$ cat config.mk
export PLATFORM = sky130hd
export DESIGN_NAME = phase_timer
export DESIGN_NICKNAME = d
export VERILOG_FILES = /design/src/rtl/traffic_pkg.sv /design/src/rtl/phase_timer_bin2bcd.sv /design/src/rtl/phase_timer.sv
export SDC_FILE = /design/constraint.sdc
export NUM_CORES = 1
export LEC_CHECK = 0
export ABC_AREA = 0
export BUFFER_PORTS_ARGS = -buffer_cell sky130_fd_sc_hd__buf_2
export CAP_MARGIN = 20
export CORE_MARGIN = 2
export CORE_UTILIZATION = 55
export DETAILED_ROUTE_END_ITERATION = 12
export GPL_ROUTABILITY_DRIVEN = 0
export GPL_TIMING_DRIVEN = 0
export PLACE_DENSITY_LB_ADDON = 0.25
export SLEW_MARGIN = 20
export SYNTH_ARGS = -nofsm -noshare
export SYNTH_HDL_FRONTEND = slang
export SYNTH_SLANG_ARGS = --single-unit
$ cat constraint.sdc
create_clock -name clk -period 6.7 [get_ports clk]
set_input_delay 0.335 -clock clk [delete_from_list [all_inputs] [get_ports clk]]
set_output_delay 0.335 -clock clk [all_outputs]
set_load 0.01 [all_outputs]
$ cat src/rtl/traffic_pkg.sv
// Shared encodings and default timing constants for the traffic-light controller
// and its phase timer.
package traffic_pkg;

  localparam logic [1:0] PH_IDLE = 2'b00;
  localparam logic [1:0] PH_PD   = 2'b01;
  localparam logic [1:0] PH_NOPD = 2'b10;

  typedef enum logic [1:0] {
    ST_IDLE = 2'b00,
    ST_RUN  = 2'b01,
    ST_DONE = 2'b10
  } timer_state_t;

  localparam int unsigned DEF_TICK_DIV = 32'd50_000_000;
  localparam int unsigned DEF_PD_SEC   = 32'd15;
  localparam int unsigned DEF_NOPD_SEC = 32'd30;
  localparam int unsigned DEF_CNT_W    = 32'd8;

  // Largest value the two-digit countdown display can show.
  localparam int unsigned BCD_MAX = 32'd99;

endpackage

$ cat src/rtl/phase_timer_bin2bcd.sv
// Combinational binary to two-digit BCD converter for the countdown display;
// values above 99 saturate to 9/9.
module bin2bcd
  import traffic_pkg::*;
#(
  parameter int unsigned CNT_W = DEF_CNT_W
) (
  input  logic [CNT_W-1:0] bin,
  output logic [3:0]       tens,
  output logic [3:0]       ones
);

  logic [31:0] value;

  // Widen first so the 99 compare and the divide are width-independent.
  always_comb begin
    value = 32'(bin);
    if (value > BCD_MAX) begin
      tens = 4'd9;
      ones = 4'd9;
    end else begin
      tens = 4'(value / 32'd10);
      ones = 4'(value % 32'd10);
    end
  end

endmodule

$ cat src/rtl/phase_timer.sv
// Phase duration timer for the traffic-light FSM: counts whole seconds of a pedestrian or
// vehicle phase and pulses finish. Define PHASE_TIMER_BCD_EN to add registered BCD digit outputs.
module phase_timer
  import traffic_pkg::*;
#(
  parameter int unsigned TICK_DIV = DEF_TICK_DIV,
  parameter int unsigned PD_SEC   = DEF_PD_SEC,
  parameter int unsigned NOPD_SEC = DEF_NOPD_SEC,
  parameter int unsigned CNT_W    = DEF_CNT_W
) (
  input  logic             clk,
  input  logic             rst_n,
  input  logic             start_pd,
  input  logic             start_nopd,
  output logic             finish,
  output logic             busy,
  output logic [1:0]       phase,
  output logic [CNT_W-1:0] sec_left
`ifdef PHASE_TIMER_BCD_EN
  ,
  output logic [3:0]       sec_tens,
  output logic [3:0]       sec_ones
`endif
);

  localparam int unsigned      PRE_W    = $clog2(TICK_DIV);
  localparam logic [PRE_W-1:0] PRE_MAX  = PRE_W'(TICK_DIV - 32'd1);
  localparam logic [PRE_W-1:0] PRE_ZERO = {PRE_W{1'b0}};
  localparam logic [CNT_W-1:0] SEC_ZERO = {CNT_W{1'b0}};
  localparam logic [CNT_W-1:0] SEC_ONE  = CNT_W'(32'd1);
  localparam logic [CNT_W-1:0] PD_LOAD  = CNT_W'(PD_SEC);
  localparam logic [CNT_W-1:0] NOPD_LOAD = CNT_W'(NOPD_SEC);

  timer_state_t     state, state_nx;
  logic [PRE_W-1:0] prescaler, prescaler_nx;
  logic [CNT_W-1:0] sec_left_nx;
  logic             busy_nx, finish_nx;
  logic [1:0]       phase_nx;

  // State and every output register; reset aborts any phase without a finish pulse.
  always_ff @(posedge clk or negedge rst_n) begin
    if (!rst_n) begin
      state     <= ST_IDLE;
      prescaler <= PRE_ZERO;
      sec_left  <= SEC_ZERO;
      busy      <= 1'b0;
      finish    <= 1'b0;
      phase     <= PH_IDLE;
    end else begin
      state     <= state_nx;
      prescaler <= prescaler_nx;
      sec_left  <= sec_left_nx;
      busy      <= busy_nx;
      finish    <= finish_nx;
      phase     <= phase_nx;
    end
  end

  // Next-state logic: a start in any state (including DONE) reloads, pedestrian wins a tie.
  always_comb begin
    state_nx     = state;
    prescaler_nx = prescaler;
    sec_left_nx  = sec_left;
    busy_nx      = busy;
    finish_nx    = 1'b0;
    phase_nx     = phase;
    if (start_pd || start_nopd) begin
      state_nx     = ST_RUN;
      prescaler_nx = PRE_ZERO;
      busy_nx      = 1'b1;
      if (start_pd) begin
        sec_left_nx = PD_LOAD;
        phase_nx    = PH_PD;
      end else begin
        sec_left_nx = NOPD_LOAD;
        phase_nx    = PH_NOPD;
      end
    end else begin
      case (state)
        ST_RUN: begin
          if (prescaler == PRE_MAX) begin
            prescaler_nx = PRE_ZERO;
            // <= also covers a corrupted zero count so sec_left never wraps.
            if (sec_left <= SEC_ONE) begin
              sec_left_nx = SEC_ZERO;
              busy_nx     = 1'b0;
              finish_nx   = 1'b1;
              state_nx    = ST_DONE;
            end else begin
              sec_left_nx = sec_left - SEC_ONE;
            end
          end else begin
            prescaler_nx = prescaler + PRE_W'(32'd1);
          end
        end
        ST_DONE: begin
          state_nx     = ST_IDLE;
          prescaler_nx = PRE_ZERO;
          phase_nx     = PH_IDLE;
        end
        ST_IDLE: begin
          prescaler_nx = PRE_ZERO;
          sec_left_nx  = SEC_ZERO;
          busy_nx      = 1'b0;
          phase_nx     = PH_IDLE;
        end
        default: begin
          state_nx     = ST_IDLE;
          prescaler_nx = PRE_ZERO;
          sec_left_nx  = SEC_ZERO;
          busy_nx      = 1'b0;
          phase_nx     = PH_IDLE;
        end
      endcase
    end
  end

`ifdef PHASE_TIMER_BCD_EN
  logic [3:0] bcd_tens, bcd_ones;

  bin2bcd #(.CNT_W(CNT_W)) u_bin2bcd (
    .bin  (sec_left),
    .tens (bcd_tens),
    .ones (bcd_ones)
  );

  // Display digits trail sec_left by one cycle.
  always_ff @(posedge clk or negedge rst_n) begin
    if (!rst_n) begin
      sec_tens <= 4'd0;
      sec_ones <= 4'd0;
    end else begin
      sec_tens <= bcd_tens;
      sec_ones <= bcd_ones;
    end
  end
`endif

endmodule
==> impl_metrics.py <==
metrics = {
    "timing": {
        "rsz0062_at_grt": "false",
        "hold_viol": 0,
        "min_period_ps": 2370,
        "slew_violations": 0,
        "setup_violations": 0,
        "clock-skew-final_ps": 6.34,
        "tightest_slew_ps": 868,
        "tns_ps": 0,
        "max_slew_margin_pct": 42.2,
        "fmax_mhz": 421,
        "timing.final.crit_share_pct": 35.4,
    },
    "place": {
        "dpl.hpwl_um": 2860,
        "port-buffer-count": 15,
    },
    "run_status": {
        "status": "completed",
    },
    "finish": {
        "post-route-util_pct": 62.6,
        "syn2layout_area_growth_pct": 11.0,
        "drive_above_1_share_pct": 12.4,
        "antenna_cells": 0,
        "nNetsFinal": 247,
        "num-fill-cells": 310,
    },
    "synthesis": {
        "ys_seq_area_share_pct": 48.9,
        "synth_top_area_share_pct": 48.9,
        "synth-xor-area-share_pct": 10.3,
        "synth.distinct_cells": 40,
        "synth_fa_ha_area_share_pct": 1.83,
        "synth_compound_area_share_pct": 7.39,
        "yosys.area_share.simple_pct": 29.0,
        "syn-instance-count": 218,
        "netlist_area_um2": 2050,
        "synth_mux_area_share_pct": 0,
        "syn_area_per_cell_um2": 9.40,
        "synth_area_leaders": "dfrtp_1, nor2_1, xnor2_1, xor2_1, nand2_1",
        "synth_top_area_cell": "dfrtp_1",
        "synth_seq_cells": 40,
        "synth_top_family_by_area": "simple AND/OR/NAND/NOR gates",
        "yosysWarningCount": 0,
        "syn-num-nets": 225,
    },
    "global_routing": {
        "grt_pass1_vias": 1608,
        "grt_antenna_before_repair": 0,
        "grt_max_degree": 41,
        "grt_pass1_wl_um": 7100,
        "overflow": 0,
        "grtUsageTotal_pct": 22.0,
    },
    "detailed_routing": {
        "drt_iter0_markers": 123,
        "finalWirelength_um": 4020,
        "wl_per_cell_um": 13.9,
        "drcViolationCount": 0,
        "postRouteAntennaNets": 0,
        "drt_pre_antenna_iters": 4,
        "routed_via_density": 5.69,
        "vias": 1645,
    },
    "pwr": {
        "power_mw": 0.427,
        "p_per_area_nw_per_um2": 188,
        "ir_drop_v": 0.000116,
        "p_leak_nw": 0.898,
    },
    "floorplan": {
        "core_area_um2": 3630,
        "dieArea_um2": 4230,
        "ios": 16,
        "row_count": 22,
        "die_height_um": 65.0,
        "start_util_pct": 56.4,
        "die_x_um": 65.0,
    },
    "critical_path": {
        "worstSetupStartpointType": "register",
        "crit_type": "reg2reg",
        "crit_path_end_kind": "register",
        "path_cells": "ha_1 -> nand4_2 -> or2_4 -> or4_4 -> or4_1 -> a31oi_1",
        "cp_top_family": "simple AND/OR/NAND/NOR gates",
        "cpMaxStageDelayCell": "or4_4",
        "worstPathArrival_ps": 2590,
        "cp.required_ps": 6920,
        "worst-path-max-fanout": 6,
        "cp_num_buf_inv": 0,
        "critical_path.max_stage_delay_ps": 530,
        "r2r_slack_ps": 4330,
    },
    "clock_network": {
        "cts_tree": "done",
        "clk_path_buf_depth": 2,
        "clock_sinks": 40,
        "postCtsHoldBufs": 0,
        "cts_setup_buffers": 0,
        "root_buffer": "clkbuf_8",
        "cts-resized-gates": 0,
        "cts_htree_levels": 2,
        "numCtsBuffers": 5,
        "cts.clk_slew.worst_paths_ps": 70,
        "insertion_delay_ps": 290,
    },
    "hold_path": {
        "holdCritPathClass": "in2async",
    },
    "job": {
        "maxCapViolCount": 0,
    },
}
worst paths after layout:
path | end | cells after the start | from
setup / recovery | sec_left[4] | 6 | prescaler[0]
hold reg to reg | prescaler[0] | 1 | prescaler[0]
max in group asynchronous | prescaler[19] | 1 | rst_n
min in group clk | sec_left[5] | 2 | start_nopd
hold / removal | sec_left[0] | 1 | rst_n
setup reg to reg | sec_left[4] | 6 | prescaler[0]
layout by cell type (no fill, tap or decap), types with 2 or more instances in the layout:
cell      netlist  routed
and4_1          3       3
nor4b_1         2       2
xor2_1         10      10
clkbuf_8        0       6
nor3_1          7       7
buf_2           2      17
o211ai_1        3       3
nand2_1        17      17
ha_1            3       3
nor2_1         41      41
nand4_1         6       6
or4_1           5       5
or2_2           2       2
inv_1           9       9
nor4_1          4       4
o311ai_0        2       2
o21ai_0         5       5
clkbuf_1        3       5
nor2b_1         2       2
a21oi_1         3       3
nand3_1        10      10
or3_1           4       4
dfrtp_1        40      40
xnor2_1        14      14
and3_1          5       5
per-layer routing:
| metal | track usage, % | vias to the layer above | wire length [um] | share of wire, % |
|---|---|---|---|---|
| li1 | - | 812 | - | - |
| met1 | 27.0 | 778 | 1880 | 47 |
| met2 | 36.1 | 43 | 1830 | 46 |
| met3 | 6.08 | 12 | 212 | 5.3 |
| met4 | 10.2 | 0 | 94 | 2.3 |
| met5 | 0 | - | 0 | 0 |
cell families after synthesis:
group                      count (synthesis)
buffers and inverters                     14
xor gates and xnor gates                  24
and+or+nand+nor                          115
DFF                                       40
AOI/OAI and AO/OA                         22
adders and majority gates                  3
flip-flops by register name, summed over array words and instances (netlist names):
name	flops
state	2
prescaler	26
busy	1
sec_left	8
phase	2
finish	1
worst reg2reg max path: stages, from the launching register on:
cell and delay, ps:
dfrtp_1 390, ha_1 250, nand4_2 150, or2_4 280
or4_4 530, or4_1 520, a31oi_1 180
power by group:
part | switching (mW) | internal (mW) | total [mW]
registers | 0.00272 | 0.243 | 0.246
clock network | 0.0799 | 0.0840 | 0.164
logic | 0.0125 | 0.00486 | 0.0174
total | 0.0952 | 0.332 | 0.427
stage by stage:
stage,std cells,worst slack (ps),hold WS (ps),instance area (um^2)
final,289,4330,153,2270
after global routing,289,4220,236,2270
after CTS,289,4310,183,2270
after detailed placement,281,4320,493,2180
after global placement,281,4370,479,2180
after floorplan,218,4510,39.4,2050
cells in the mapped netlist:
cell	n
a21boi_0	1
a21boi_1	1
a21oi_1	3
a311o_1	1
a311oi_1	1
a31o_2	1
a31oi_1	1
and3_1	5
and4_1	3
buf_2	2
clkbuf_1	3
dfrtp_1	40
ha_1	3
inv_1	9
nand2_1	17
nand2b_1	1
nand3_1	10
nand3b_1	1
nand4_1	6
nand4_2	1
nand4b_1	1
nor2_1	41
nor2b_1	2
nor3_1	7
nor4_1	4
nor4b_1	2
o211ai_1	3
o21ai_0	5
o22ai_1	1
o311ai_0	2
o31a_1	1
o31ai_1	1
or2_2	2
or2_4	1
or3_1	4
or4_1	5
or4_4	1
or4b_2	1
xnor2_1	14
xor2_1	10
final cells by class:
cell class | count | area (um^2) | area share, %
flip-flops and latches | 40 | 1000 | 44.0
multi-input cells | 164 | 992 | 43.6
clock buffers | 8 | 90.1 | 3.96
repair buffers | 15 | 75.1 | 3.30
well taps | 48 | 60.1 | 2.64
inverters | 9 | 33.8 | 1.49
plain buffers | 5 | 21.3 | 0.936
No activity file was read; power rests on OpenSTA's default activity.
